## config.mk

```make
export PLATFORM = sky130hd
export DESIGN_NAME = muldiv_unit
export DESIGN_NICKNAME = d
export VERILOG_FILES = /design/src/rtl/muldiv_unit.sv
export SDC_FILE = /design/constraint.sdc
export NUM_CORES = 1
export LEC_CHECK = 0
export ABC_AREA = 1
export CAP_MARGIN = 20
export CORE_ASPECT_RATIO = 2
export CORE_MARGIN = 2
export CORE_UTILIZATION = 40
export CTS_CLUSTER_SIZE = 12
export DETAILED_ROUTE_END_ITERATION = 8
export PLACE_DENSITY = 0.56
export SYNTH_ARGS = -nofsm -noshare
export SYNTH_HDL_FRONTEND = slang
export SYNTH_SLANG_ARGS = --single-unit
```

## constraint.sdc

```tcl
create_clock -name clk -period 9.46 [get_ports clk]
set_input_delay 2.838 -clock clk [delete_from_list [all_inputs] [get_ports clk]]
set_output_delay 2.838 -clock clk [all_outputs]
set_load 0.01 [all_outputs]
```

## src/rtl/muldiv_unit.sv

```systemverilog
// muldiv_unit: iterative MULT/MULTU/DIV/DIVU with HI/LO registers and one-cycle MTHI/MTLO
module muldiv_unit #(
  parameter int DATA_BITS = 32
) (
  input  logic                 clk,
  input  logic                 rst,
  input  logic                 start,
  input  logic [2:0]           oper,
  input  logic [DATA_BITS-1:0] opa,
  input  logic [DATA_BITS-1:0] opb,
  input  logic                 cancel,
  output logic                 busy,
  output logic                 done,
  output logic                 div_zero,
  output logic [DATA_BITS-1:0] hi,
  output logic [DATA_BITS-1:0] lo
);
  localparam int N = DATA_BITS;
  localparam int CW = $clog2(N + 1);
  typedef enum logic [1:0] {IDLE, PREP, CALC, FIX} state_t;
  state_t state;
  logic [1:0] op;
  logic [N-1:0] xa, xb, am, bm, dif;
  logic [2*N-1:0] p, mstep, dstep;
  logic [N:0] msum;
  logic [CW-1:0] cnt;
  logic neg_x, neg_a, dz, is_sgn, ge;
  assign busy = state != IDLE;
  assign is_sgn = !op[0];
  assign am = (is_sgn && xa[N-1]) ? -xa : xa;
  assign bm = (is_sgn && xb[N-1]) ? -xb : xb;
  assign msum = {1'b0, p[2*N-1:N]} + (p[0] ? {1'b0, xa} : '0);
  assign mstep = {msum, p[N-1:1]};
  // p holds {remainder, dividend bits still to consume / quotient bits produced}
  assign ge = p[2*N-1:N-1] >= {1'b0, xb};
  assign dif = p[2*N-2:N-1] - xb;
  assign dstep = ge ? {dif, p[N-2:0], 1'b1} : {p[2*N-2:0], 1'b0};
  always_ff @(posedge clk or posedge rst)
    if (rst) begin
      state <= IDLE;
      op <= '0;
      xa <= '0;
      xb <= '0;
      p <= '0;
      cnt <= '0;
      neg_x <= 1'b0;
      neg_a <= 1'b0;
      dz <= 1'b0;
      done <= 1'b0;
      div_zero <= 1'b0;
      hi <= '0;
      lo <= '0;
    end else begin
      done <= 1'b0;
      div_zero <= 1'b0;
      if (cancel && state != IDLE) state <= IDLE;
      else case (state)
        IDLE: if (start && !cancel) begin
          if (!oper[2]) begin
            op <= oper[1:0];
            xa <= opa;
            xb <= opb;
            state <= PREP;
          end else if (oper[1:0] == 2'd0) hi <= opa;
          else if (oper[1:0] == 2'd1) lo <= opa;
        end
        PREP: begin
          xa <= am;
          xb <= bm;
          p <= {{N{1'b0}}, op[1] ? am : bm};
          cnt <= CW'(N);
          neg_x <= is_sgn && (xa[N-1] ^ xb[N-1]);
          neg_a <= is_sgn && xa[N-1];
          dz <= op[1] && xb == '0;
          state <= (op[1] && xb == '0) ? FIX : CALC;
        end
        CALC: begin
          p <= op[1] ? dstep : mstep;
          cnt <= cnt - CW'(1);
          if (cnt == CW'(1)) state <= FIX;
        end
        FIX: begin
          state <= IDLE;
          done <= 1'b1;
          div_zero <= dz;
          if (!dz && op[1]) begin
            lo <= neg_x ? -p[N-1:0] : p[N-1:0];
            hi <= neg_a ? -p[2*N-1:N] : p[2*N-1:N];
          end else if (!dz) {hi, lo} <= neg_x ? -p : p;
        end
      endcase
    end
endmodule

```

=== Word-level counts from Yosys, hierarchy flattened ===
Cells that the tools add are included.

* Bits of input ports: 71
* Flip-flop bits (word level): 207
* Logic and storage cells: 104
* Output and inout port bits: 67

* Reductions and logical operators: 24
* Muxes and demuxes: 40
* Bitwise operators: 3
* $add $sub $neg: 8
* Order comparisons: 1
* Eq/ne operators: 15

{| class="wikitable"
|+ Operator list
! kind !! count
|-
| 2-to-1 mux 32 bit || 21
|-
| one-hot mux 32 bit (2 select lines) || 4
|-
| 2-to-1 mux 64 bit || 3
|-
| negation 32 bit || 4
|-
| one-hot mux 64 bit (2 select lines) || 1
|-
| negation 64 bit || 1
|-
| adder 32 x 32 -> 33 bit || 1
|-
| >= comparator 33 x 32 -> 1 bit || 1
|-
| logical NOT 32 bit || 1
|-
| subtractor 32 bit || 1
|-
| inequality test 2 bit, second input constant || 6
|-
| inequality test 3 bit, second input constant || 4
|-
| one-hot mux 6 bit (2 select lines) || 1
|-
| 2-to-1 mux 2 bit || 4
|-
| one-hot mux 2 bit (4 select lines) || 1
|-
| AND reduction 4 bit || 2
|-
| nonzero test 2 bit || 4
|-
| logical AND 1 bit || 7
|-
| AND reduction 7 bit || 1
|-
| == test 6 x 1 -> 1 bit, second input constant || 1
|-
| AND reduction 6 bit || 1
|-
| subtractor 6 x 1 -> 6 bit, second input constant || 1
|-
| 2-to-1 mux 1 bit || 5
|-
| == test 2 x 1 -> 1 bit, second input constant || 2
|-
| 7 further kinds || 13
|}

=== Depth between registers and ports, before layout ===
* Word-level depth: 6
* Gate-level depth with buffers: 20
* Depth with buffers taken out: 18

=== Least setup slack after synthesis ===
OpenSTA, ideal clock, no wires.

* Path kind: input-to-reg
* Start: in cancel
* End: reg p[1]
* Data arrival time: 3.944 ns
* Buffers on the path: 1
* Cell stages on the path: 8
* Path slack: 5.395 ns
* Library setup time: 0.120 ns
* Cells stage by stage: inv_2 > nor2_1 > inv_1 > nand2_1 > clkinv_1 > clkbuf_1 > o211ai_1 > inv_1

* Cells in the longest elaborated chain, start to end: 3

{| class="wikitable"
|+ RTL lines
! item !! line !! text
|-
| start: declaration || 11 || <nowiki>input logic cancel,</nowiki>
|-
| logical AND 1 bit || 56 || <nowiki>if (cancel && state != IDLE) state <= IDLE;</nowiki>
|-
| inverter 1 bit (no line) || -- ||
|-
| AND reduction 2 bit (no line) || -- ||
|-
| end signal: assignment || 70 || <nowiki>p <= {{N{1'b0}}, op[1] ? am : bm};</nowiki>
|-
| end signal: assignment || 78 || <nowiki>p <= op[1] ? dstep : mstep;</nowiki>
|-
| end: declaration || 24 || <nowiki>logic [2*N-1:0] p, mstep, dstep;</nowiki>
|}

Every way passes these cells.
A chain may end at the register's enable or synchronous reset.

=== Worst setup path in the final report ===
* Start: in cancel
* End: reg xb[6]

* Cells in the longest elaborated chain, start to end: 4
* Elaborated cells between the ends (all ways): 6

{| class="wikitable"
|+ RTL lines
! item !! line !! text
|-
| logical NOT 1 bit || 58 || <nowiki>IDLE: if (start && !cancel) begin</nowiki>
|-
| logical AND 1 bit || 58 ||
|-
| inequality test 2 bit (no line) || -- ||
|-
| AND reduction 4 bit (no line) (*) || -- ||
|-
| end signal: assignment || 62 || <nowiki>xb <= opb;</nowiki>
|-
| end signal: assignment || 69 || <nowiki>xb <= bm;</nowiki>
|-
| end: declaration || 23 || <nowiki>logic [N-1:0] xa, xb, am, bm, dif;</nowiki>
|}

Every way passes the cells marked *; elsewhere a longest branch is shown, timed or not.

==> metrics.md <==
| Metric | Value |
|---|---|
| Root Buffer | `clkbuf_16` |
| EDFF count, synth | `0` |
| Max-cap viol count | `0` |
| Final Skew | `13.2 ps` |
| Number of hold buffers added after cts | `0` |
| Vias in the first global route | `22350` |
| Total iterations of the first detailed-routing run | `7` |
| R2R Path Start | `p[0]` |
| CTS tree | `yes` |
| Slowest stage delay, CP | `630 ps` |
| Antenna diode count | `0` |
| CTS buffer count | `23` |
| Maximum clock insertion buffer count | `3` |
| Slowest-stage cell, CP | `buf_4` |
| CTS clk-pin slew, worst paths | `60 ps` |
| CP top delay family | `buffers and inverters` |
| Die Y | `317 um` |
| Die area | `51000 sq um` |
| Die width | `161 um` |
| Num rows | `114` |
| CP endpoint kind | `register` |
| Worst min path class | `register to register` |
| Prevailing post-synth register cell | `dfrtp_1` |
| # H-tree levels | `1` |
| Fin crit share | `52.2%` |
| Top cell type by total area after synthesis | `dfrtp_1` |
| Vias per Instance | `5.79` |
| Initial core utilization | `40.6%` |
| LEAKAGE | `10.9 nW` |
| Worst EP required | `9930 ps` |
| Detail Route Antenna Nets | `0` |
| Syn_area_per_cell | `6.03 sq um` |
| Crit Path Max Fanout | `88` |
| Clock sinks | `207` |
| List of most frequent post-synthesis cells | `nand2_1, nor2_1, inv_1, nand3_1, dfrtp_1` |
| RSZ-0062 raised after global routing | `no` |
| Largest net degree at the start of global routing | `89` |
| Wirelength per Cell | `25.7 um` |
| Layout cells sized above 1 | `3.81%` |
| Worst Tran Pin Value | `1110 ps` |
| Crit start category | `input pin` |
| Fin. max-slew vios | `0` |
| Worst hold slack | `482 ps` |
| Grt total ovfl | `0` |
| Sequential element share of the synthesized area | `26.4%` |
| Via count | `22996` |
| Drt total wl | `102000 um` |
| First-pass GRT wire length | `147000 um` |
| Fin Setup TNS | `0 ps` |
| Total track usage | `39.7%` |
| Worst path buffer plus inverter count | `4` |
| Top post-synthesis cells by area | `dfrtp_1, nand2_1, nand3_1` |
| Crit path time final | `4940 ps` |
| Post-synth cell types | `53` |
| Crit path arrival time | `5410 ps` |
| Detailed Place HPWL | `83300 um` |
| I/O pins | `138` |
| CP most frequent cell | `inv_2` |
| Count leader, synth | `nand2_1` |
| Post-CTS Setup Bufs | `0` |
| Fmax | `202 MHz` |
| Max_slew headroom | `25.8%` |
| Status | `finished clean` |
| Setup-failing EPs final | `0` |
| Cells after Synth | `3258` |
| Clock latency at the later pin of the worst-skew pair | `560 ps` |
| Final Util | `46.0%` |
| RePlAce Congestion | `1.05` |
| Post-synthesis async set-or-reset flop share | `100%` |
| Synth top area share | `26.4%` |
| Initial antenna violation count | `2` |
| Core Region | `48400 sq um` |
| Quantity of gates resized following cts | `0` |
| Maximum VDD drop | `0.233 mV` |
| DR DRC count | `0` |
| Post-Syn Area | `19600 sq um` |
| Crit-path cells | `clkdlybuf4s50_1 > inv_2 > nand3_1 > nor2_1 > a31oi_2 > inv_2 > buf_4 > o21ai_0 > o22ai_1` |
| Layout area overhead | `13.2%` |
| FF+latch count, synth | `207` |
| Post-Syn Nets | `3406` |
| Pwr per Cell Area | `423 nW/um^2` |
| Warnings from Yosys | `0` |
| Hold Vio Cnt, Final | `0` |
| Critical path startpoint | `cancel` |
| Starting DRT DRC Count | `2064` |
| HP Start | `lo[10]` |
| Buffers on Ports | `137` |
| Crit path kind | `input pin to register` |
| Final net count | `3473` |
[registers in the layout (all words and copies together) (netlist names), 2 cells and up]
name / count
p: 64
hi: 32
lo: 32
xa: 32
cnt: 6
state: 2
op: 2
xb: 32
[worst min-delay path: cells and delay by family (launching register included)]
| family | cells | cell delay [ps] |
|---|---|---|
| compound gates | 1 | 60 |
| simple gates | 1 | 50 |
| flops | 1 | 340 |
[per-stage QoR]
step / power (mW) / setup WS (ps) / area, sq um / std cells
3_5_place_dp: 8.34 / 4040 / 21500 / 3938
5_1_grt: 10.1 / 4330 / 22200 / 3973
4_1_cts: 9.30 / 4550 / 22200 / 3973
6_report: 9.41 / 4520 / 22200 / 3973
3_3_place_gp: 8.28 / 4160 / 21500 / 3938
2_1_floorplan: 5.86 / 970 / 19600 / 3258
[final timing paths]
check	end	slack (ps)	cells after the start
max reg2reg	p[58]	5850	13
min	lo[10]	480	2
max in group asynchronous	p[51]	5300	3
min in group asynchronous	lo[12]	2780	2
min reg2reg	lo[10]	480	2
max	xb[6]	4520	9
[layer usage]
metal	global-route usage, %	share of wire, %	vias up
met4	39.5	12	0
met2	70.8	49	1117
met1	39.3	32	10692
met3	4.59	6.2	368
met5	0	0	-
li1	-	-	10819
[area by class of cell]
class | count | area (sq um)
clock inverter | 7 | 106
multi-input combinational | 2535 | 12500
tap | 638 | 798
timing repair buffer | 158 | 1530
clock buffer | 28 | 624
fill | 5184 | 26100
inverter | 400 | 1510
sequential | 207 | 5180
[power breakdown]
part / internal [mW] / total [mW] / leakage (nW) / switching [mW]
combinational: 1.97 / 6.53 / 8.04 / 4.56
clock: 0.523 / 0.939 / 0.358 / 0.416
sequential: 1.30 / 1.94 / 2.50 / 0.641
total: 3.80 / 9.41 / 10.9 / 5.62
[cell families after synthesis]
kind of cell,Yosys count,share of synthesized area [%]
AND/OR/NAND/NOR,1831,39.7
XOR/XNOR,56,2.50
buffers and inverters,516,10.2
adder cells (fa/ha/maj),77,4.98
AO/OA/AOI/OAI,571,16.2
flip-flops,207,26.4
[cell usage in the layout (no fill, tap or decap), drive strengths merged, types with 28 or more instances in the layout]
| cell type | count |
|---|---|
| nand2 | 922 |
| nor2 | 444 |
| inv | 398 |
| nand3 | 329 |
| o21ai | 220 |
| dfrtp | 207 |
| a21oi | 206 |
| clkdlybuf4s50 | 137 |
| ha | 75 |
| nand4 | 69 |
| xor2 | 42 |
| o211ai | 37 |
| nor3 | 33 |
| a31oi | 31 |
| clkbuf | 28 |
(Power assumes the default switching activity.)
